==> config.mk <==
export PLATFORM = sky130hd
export DESIGN_NAME = scaler_multi
export DESIGN_NICKNAME = d
export VERILOG_FILES = /design/src/rtl/scaler_pkg.sv /design/src/rtl/scaler_chan.sv /design/src/rtl/scaler_multi.sv
export SDC_FILE = /design/constraint.sdc
export NUM_CORES = 1
export LEC_CHECK = 0
export ABC_AREA = 1
export CELL_PAD_IN_SITES_DETAIL_PLACEMENT = 2
export CELL_PAD_IN_SITES_GLOBAL_PLACEMENT = 2
export CORE_MARGIN = 10
export CORE_UTILIZATION = 34
export DETAILED_ROUTE_END_ITERATION = 16
export PLACE_DENSITY_LB_ADDON = 0.12
export SETUP_SLACK_MARGIN = 0.3
export SLEW_MARGIN = 0
export SYNTH_ARGS = -nofsm -noshare
export SYNTH_HDL_FRONTEND = slang
export SYNTH_SLANG_ARGS = --single-unit
==> constraint.sdc <==
create_clock -name clk_in -period 6.6 [get_ports clk_in]
set_clock_uncertainty 0.15 [all_clocks]
set_input_delay 0.99 -clock clk_in [delete_from_list [all_inputs] [get_ports clk_in]]
set_output_delay 0.99 -clock clk_in [all_outputs]
set_load 0.01 [all_outputs]
==> src/rtl/scaler_pkg.sv <==
// Shared constants and helpers for the multi-channel clock scaler.
// Used by scaler_chan and scaler_multi.
package scaler_pkg;

    localparam int MIN_DIV = 2;

    function automatic int unsigned high_time(input int unsigned e);
        return (e + 1) / 2;
    endfunction

    function automatic int clog2_min1(input int n);
        return (n <= 2) ? 1 : $clog2(n);
    endfunction

endpackage

==> src/rtl/scaler_chan.sv <==
// One divider channel: counter, active/pending divisor, clk_out and tick.
// Divisor updates land only on period boundaries or while idle.
module scaler_chan
    import scaler_pkg::*;
#(
    parameter int WIDTH       = 16,
    parameter int DEFAULT_DIV = 10
) (
    input  logic             clk_in,
    input  logic             reset,
    input  logic             enable,
    input  logic             sync,
    input  logic             wr,
    input  logic [WIDTH-1:0] wr_value,
    output logic             clk_out,
    output logic             tick
);

    logic [WIDTH-1:0] count_q, count_d;
    logic [WIDTH-1:0] active_q, active_d;
    logic [WIDTH-1:0] pending_q, pending_d;
    logic             pending_valid_q, pending_valid_d;
    logic             clk_out_q, clk_out_d;
    logic             tick_q, tick_d;
    logic [WIDTH-1:0] eff;
    logic [WIDTH-1:0] half;
    logic             wrap;
    logic             apply;

    always_comb begin
        eff = (active_q < WIDTH'(MIN_DIV)) ? WIDTH'(MIN_DIV) : active_q;
        half = WIDTH'(high_time(32'(eff)));
        wrap = (count_q == eff - 1'b1);
        count_d = count_q;
        active_d = active_q;
        pending_d = pending_q;
        pending_valid_d = pending_valid_q;
        clk_out_d = 1'b0;
        tick_d = 1'b0;
        apply = 1'b0;
        if (sync && enable) begin
            count_d = '0;
            apply = 1'b1;
        end else if (enable) begin
            count_d = wrap ? '0 : count_q + 1'b1;
            clk_out_d = (count_d < half);
            tick_d = wrap;
            apply = wrap;
        end else begin
            count_d = '0;
            apply = 1'b1;
        end
        if (apply && pending_valid_q) begin
            active_d = pending_q;
            pending_valid_d = 1'b0;
        end
        // A write on the apply edge waits for the next boundary.
        if (wr) begin
            pending_d = wr_value;
            pending_valid_d = 1'b1;
        end
    end

    always_ff @(posedge clk_in or posedge reset) begin
        if (reset) begin
            count_q <= '0;
            active_q <= WIDTH'(DEFAULT_DIV);
            pending_q <= WIDTH'(DEFAULT_DIV);
            pending_valid_q <= 1'b0;
            clk_out_q <= 1'b0;
            tick_q <= 1'b0;
        end else begin
            count_q <= count_d;
            active_q <= active_d;
            pending_q <= pending_d;
            pending_valid_q <= pending_valid_d;
            clk_out_q <= clk_out_d;
            tick_q <= tick_d;
        end
    end

    assign clk_out = clk_out_q;
    assign tick = tick_q;

endmodule

==> src/rtl/scaler_multi.sv <==
// Multi-channel programmable clock scaler; optional SCALER_PHASE_SYNC_EN
// adds a phase_sync input that restarts all enabled channels together.
module scaler_multi
    import scaler_pkg::*;
#(
    parameter int CHANNELS    = 4,
    parameter int WIDTH       = 16,
    parameter int DEFAULT_DIV = 10
) (
    input  logic                                clk_in,
    input  logic                                reset,
`ifdef SCALER_PHASE_SYNC_EN
    input  logic                                phase_sync,
`endif
    input  logic                                div_wr,
    input  logic [clog2_min1(CHANNELS)-1:0]     div_sel,
    input  logic [WIDTH-1:0]                    div_value,
    input  logic [CHANNELS-1:0]                 enable,
    output logic [CHANNELS-1:0]                 clk_out,
    output logic [CHANNELS-1:0]                 tick
);

    localparam int SW = clog2_min1(CHANNELS);

    logic [CHANNELS-1:0] wr_hit;
    logic                sync_all;

`ifdef SCALER_PHASE_SYNC_EN
    assign sync_all = phase_sync;
`else
    assign sync_all = 1'b0;
`endif

    // Out-of-range selects match no channel and are dropped.
    always_comb begin
        wr_hit = '0;
        for (int i = 0; i < CHANNELS; i++) begin
            wr_hit[i] = div_wr && (div_sel == SW'(i));
        end
    end

    for (genvar g = 0; g < CHANNELS; g++) begin : g_chan
        scaler_chan #(
            .WIDTH       (WIDTH),
            .DEFAULT_DIV (DEFAULT_DIV)
        ) u_chan (
            .clk_in   (clk_in),
            .reset    (reset),
            .enable   (enable[g]),
            .sync     (sync_all),
            .wr       (wr_hit[g]),
            .wr_value (div_value),
            .clk_out  (clk_out[g]),
            .tick     (tick[g])
        );
    end

endmodule
==> impl_metrics.toml, run 1 <==
[logic_synthesis]
synth_flop_cell = "dfrtp_1"
yosysSeqAreaShare_pct = 37.3
ys_warn_count = 0
synth_seq_cells = 204
async_flop_share_pct = 100
synth_cells = 1842
netlist_area_mm2 = 0.0137
synth_edf_count = 0
syn_nets = 1939
avgSynthCellArea_um2 = 7.45
synth_cell_type_count = 50

[power]
leakagePower_nw = 7.38
power_mw = 4.73
powerDensity_mw_per_mm2 = 310
vdd_ir_drop_max_v = 0.000204

[floorplan]
die_h_um = 221
rows = 73
num_io_pins = 33
start_util_pct = 34.5
die_area_mm2 = 0.0488
core_area_mm2 = 0.0398
fp.dieW_um = 221

[timing]
setup_violations = 0
period_share_pct = 69.4
fin_setup_tns_ps = 0
relSlewSlack_pct = 18.8
finalWorstPathRequiredPeriod_ps = 4580
tightest_slew_ps = 1210
fmax_mhz = 218
rsz0062_at_grt = "no"
drv_slew = 0
finalHoldViolations = 0

[clock_tree]
cts_buffer_depth = 3
cts_setup_buffers = 0
cts_tree = "done"
postCtsResizedCells = 0
cts_buffers = 26
cts_root_buf = "clkbuf_16"
path_clk_slew_ps = 60
holdBufCountCts = 0
ctsHtreeMaxLevel = 1
clk-insertion-delay-late_ps = 550
cts.sinks = 204

[global_route]
grt_max_degree = 93
grt_pass1_vias = 13100
grt_overflow_total = 0
grt.total_usage_pct = 17.0
antenna_found_initial = 2
grt_pass1_wl_um = 69900

[cells_and_area]
layout_common_cells = "nand2_1, nor2_1, inv_1"
layout-drive-gt1-share_pct = 6.73
final_common_cell = "nand2_1"
fin_nets = 1934
post-route-util_pct = 38.4
fin_area_mm2 = 0.0153
area_growth_pct = 11.4

[setup_path]
path_max_fanout = 21
cp.required_ps = 6920
critPathKind = "register to register"
worstSetupEndpointType = "register"
cp.arrival_ps = 4900
start_kind = "register"

[route]
drt_iter0_markers = 558
route.detailed.drc = 0
wl_per_cell_um = 17.5
num_vias = 11700
first_pass_iters = 4
drt_wl_total_um = 41600
drtAntennaViolNets = 0
vias_per_cell = 4.92

[worst_hold_path]
hp-class = "register to register"

[outcome]
status = "finished clean"

[place]
place.port_buffers = 32
dpl.hpwl_um = 32000
placed_cell_area_mm2 = 0.0144
routabilityCongestion = 0.851

[run]
maxCapViolCount = 0
==> worst max-delay path, stage by stage (launching register included) <==
cell and delay (ps):
dfrtp_1 430, nor2_1 180, nand2_1 110, nor2_2 170, nand3b_4 200, nand2_1 210, ha_1 260, nand4_1 180
nor2_1 270, nand2_1 110, xor2_1 130, a21boi_1 220, nand4_1 140, nor2_2 660, nor2_1 110, ha_1 340
a21oi_1 160, nor2_1 60, a211oi_1 170, nand2_1 110, a21oi_1 130
==> metal layers <==
metal  GRT usage [%]  wire [um]  up-vias
li1                -          -     5800
met1            21.6      18900     5800
met2            30.0      20600       82
met3            2.16       1340       38
met4            3.79        709        0
met5               0          0        -
==> cell type report <==
class	instances	area (um2)
fill	4722	24500
multi-input combinational	1346	7350
sequential	204	5120
inverter	224	847
clock buffer	31	721
tap	525	657
timing repair buffer	35	368
clock inverter	17	211
antenna	1	2.50
==> report_power, final <==
group / total [mW] / switching [mW] / internal [mW]
registers: 1.69 / 0.252 / 1.44
logic: 1.50 / 0.951 / 0.546
clock network: 1.55 / 0.608 / 0.937
total: 4.73 / 1.81 / 2.92
==> path summary, 6_finish.rpt <==
| path | startpoint | to | slack, ps | cells after the start |
|---|---|---|---|---|
| max | g_chan[2].u_chan.active_q[7] | g_chan[2].u_chan.clk_out | 2020 | 20 |
| min | g_chan[1].u_chan.pending_q[15] | g_chan[1].u_chan.active_q[15] | 320 | 2 |
| max reg2reg | g_chan[2].u_chan.active_q[7] | g_chan[2].u_chan.clk_out | 2020 | 20 |
| min reg2reg | g_chan[1].u_chan.pending_q[15] | g_chan[1].u_chan.active_q[15] | 320 | 2 |
| max in group asynchronous | reset | g_chan[3].u_chan.pending_q[3] | 4420 | 3 |
| min in group asynchronous | reset | g_chan[1].u_chan.count_q[13] | 880 | 2 |
==> synthesized netlist by cell type, types with 2 or more instances <==
master / count / area [um2]
a211oi_1: 11 / 82.6
a21oi_1: 23 / 115
and3_1: 2 / 12.5
buf_1: 2 / 7.51
buf_2: 26 / 130
buf_4: 12 / 90.1
buf_6: 9 / 101
clkbuf_1: 18 / 67.6
clkinv_1: 2 / 7.51
clkinv_2: 2 / 10.0
dfrtp_1: 188 / 4700
dfstp_2: 16 / 420
ha_1: 72 / 901
inv_1: 210 / 788
inv_2: 10 / 37.5
nand2_1: 455 / 1710
nand2_2: 5 / 31.3
nand3_1: 99 / 495
nand3_2: 4 / 40.0
nand3b_1: 9 / 67.6
nand4_1: 28 / 175
nor2_1: 257 / 965
nor2_2: 14 / 87.6
nor2_4: 4 / 45.0
nor2_8: 2 / 40.0
nor3_1: 40 / 200
nor3_2: 8 / 80.1
nor4_1: 9 / 56.3
nor4_2: 3 / 37.5
o211ai_1: 2 / 15.0
o21a_1: 3 / 22.5
o21ai_0: 96 / 480
o21ai_1: 22 / 110
o21bai_1: 5 / 37.5
xnor2_1: 48 / 420
xor2_1: 112 / 981
==> sequential cells by signal, summed over array words and instances, names as in the netlist <==
signal and cells:
g_chan.u_chan.active_q 64, g_chan.u_chan.tick 4, g_chan.u_chan.pending_q 64, g_chan.u_chan.clk_out 4, g_chan.u_chan.pending_valid_q 4, g_chan.u_chan.count_q 64
==> kinds of logic after synthesis <==
kind of cell             share of synthesized area (%)
flip-flops                                        37.3
XOR/XNOR                                          10.2
AO/OA/AOI/OAI                                     6.53
adder cells (fa/ha/maj)                           6.56
buffers and inverters                             9.07
AND/OR/NAND/NOR                                   30.3
==> stage by stage <==
stage	hold slack (ps)	std cells	setup slack (ps)
2_1_floorplan	292	1842	2830
3_3_place_gp	306	2334	2050
3_5_place_dp	309	2334	1930
4_1_cts	325	2382	1900
5_1_grt	353	2382	1510
6_report	324	2383	2020
No activity file was read; power rests on OpenSTA's default activity.
==> inputs of run 2 (changes only) <==
Clock period 6.6 ns to 3.9 ns, I/O delays scaled along.
==> run 2 against run 1 <==
  * The flow now finishes with violations (setup timing)
  * Power is 100% higher
  * Cell area up 21%
  * Routed wire length increased by 25%
  * Critical path depth rose by 2
  * Combinational power increased to 2.8 times the previous value
  * Clock-buffer cell count increased by 6
  * Cell count up 7.8%
  * Critical path type unchanged
  * Largest cell class unchanged
  * Largest power group is now combinational logic
  * Highest routed layer unchanged
==> impl_metrics.toml, run 2 (synthesis gave the netlist of run 1 again) <==
[floorplan]
fp.dieW_um = 221
core_area_mm2 = 0.0398
num_io_pins = 33
die_area_mm2 = 0.0488
die_h_um = 221
rows = 73
start_util_pct = 34.5

[power]
vdd_ir_drop_max_v = 0.000410
powerDensity_mw_per_mm2 = 522
leakagePower_nw = 8.71
power_mw = 9.66

[outcome]
violations = "setup timing"
status = "finished with violations"

[place]
dpl.hpwl_um = 34000
dp_slack_ps = -142
place.port_buffers = 32
place_inst = 2415
routabilityCongestion = 0.824
placed_cell_area_mm2 = 0.0150

[global_route]
grt_pass1_vias = 14400
grt_max_degree = 47
antenna_found_initial = 1
grt.total_usage_pct = 19.3
grt_overflow_total = 0
grt_pass1_wl_um = 77900

[timing]
relSlewSlack_pct = 21.7
fmax_mhz = 255
tightest_slew_ps = 1170
fin_setup_tns_ps = -22.6
finalHoldViolations = 0
finalWorstPathRequiredPeriod_ps = 3920
drv_slew = 0
rsz0062_at_grt = "yes"
setup_violations = 1
setup_slack_ps = -22.6
period_share_pct = 101
whs_ps = 320

[setup_path]
critPathKind = "register to register"
cp.arrival_ps = 4210
path_max_fanout = 4
worstSetupEndpointType = "register"
start_kind = "register"
cp.required_ps = 4190

[route]
wl_per_cell_um = 20.2
drt_wl_total_um = 51900
first_pass_iters = 4
drt_iter0_markers = 549
drtAntennaViolNets = 0
route.detailed.drc = 0
vias_per_cell = 5.03
num_vias = 12900

[cells_and_area]
multiInputGateArea_mm2 = 0.00879
layout-drive-gt1-share_pct = 26.9
area_growth_pct = 34.9
stdcell_count = 2570
final_common_cell = "nand2_1"
fin_area_mm2 = 0.0185
post-route-util_pct = 46.5
top_regs = "g_chan.u_chan.active_q x64, g_chan.u_chan.count_q x64, g_chan.u_chan.pending_q x64"
n_fill_cell = 4450
fin_nets = 2119
layout_common_cells = "nand2_1, nor2_1, inv_1"
seq_area_mm2 = 0.00513

[clock_tree]
ctsHtreeMaxLevel = 1
cts_buffers = 28
clk-insertion-delay-late_ps = 570
cts_tree = "done"
cts_root_buf = "clkbuf_16"
cts_buffer_depth = 3
path_clk_slew_ps = 60
cts.sinks = 204

[worst_hold_path]
hp-class = "register to register"

[run]
maxCapViolCount = 0
[run 2: changes by cell type in the layout (fill, tap and decap cells not counted), moves of 14 or more]
cell | before | now
a21oi_1 | 23 | 9
buf_4 | 1 | 142
buf_6 | 0 | 17
ha_1 | 72 | 44
ha_4 | 0 | 25
inv_1 | 209 | 195
nand2_1 | 455 | 391
nand2_2 | 5 | 49
nand2_4 | 1 | 21
nor2_1 | 257 | 206
nor2_2 | 14 | 29
nor2_4 | 4 | 41
o21ai_2 | 0 | 14
[run 2: cell type report]
cell class,count,area share (%)
clock buffers,37,4.30
flip-flops and latches,204,27.7
well taps,525,3.55
clock inverters,15,1.00
diodes,1,0.0135
inverters,224,4.70
repair buffers,216,11.3
multi-input cells,1348,47.5
[run 2: layer usage]
| layer | track usage, % | vias to the layer above | wire, um |
|---|---|---|---|
| met2 | 35.1 | 141 | 27200 |
| li1 | - | 6171 | - |
| met3 | 2.36 | 73 | 1210 |
| met1 | 23.4 | 6543 | 22200 |
| met5 | 0 | - | 0 |
| met4 | 4.65 | 0 | 1380 |
[run 2: path summary, 6_finish.rpt]
path	endpoint	depth (start not counted)	start	slack (ps)
worst max-delay path	g_chan[1].u_chan.clk_out	22	g_chan[1].u_chan.active_q[13]	-20
worst min-delay path	g_chan[1].u_chan.active_q[3]	2	g_chan[1].u_chan.pending_q[3]	320
worst max register to register	g_chan[1].u_chan.clk_out	22	g_chan[1].u_chan.active_q[13]	-20
worst min register to register	g_chan[1].u_chan.active_q[3]	2	g_chan[1].u_chan.pending_q[3]	320
max in group asynchronous	g_chan[1].u_chan.pending_q[1]	3	reset	2260
min in group asynchronous	g_chan[1].u_chan.active_q[8]	2	reset	470
[run 2: timing repair]
action	CTS	global route
endpoints found under the setup margin	55	102
resized for setup	151	222
hold buffers	0	0
buffers inserted	52	42
pin swaps	93	118
cloned	6	2
[run 2: worst max-delay path, stage by stage, from the launching register on]
cell and delay (ps):
dfrtp_1 390, nor2_1 170, nand2_1 140, nor2_4 140, nand4_4 120, nand2_4 110, ha_4 180, nand2_4 80
nor3_4 240, nand2_2 140, xor2_2 280, nand3_2 140, nor2_4 180, buf_12 130, nand3_4 100, nand2_2 90
inv_1 70, ha_4 260, nand2_2 60, buf_4 130, buf_4 140, nor4_4 270, a21oi_2 90
[run 2: power by group]
| group | leakage [nW] | switching, mW | total [mW] | internal (mW) |
|---|---|---|---|---|
| combinational | 5.60 | 2.50 | 4.22 | 1.72 |
| sequential | 2.62 | 0.261 | 2.70 | 2.44 |
| clock | 0.487 | 1.05 | 2.74 | 1.69 |
| total | 8.71 | 3.82 | 9.66 | 5.85 |
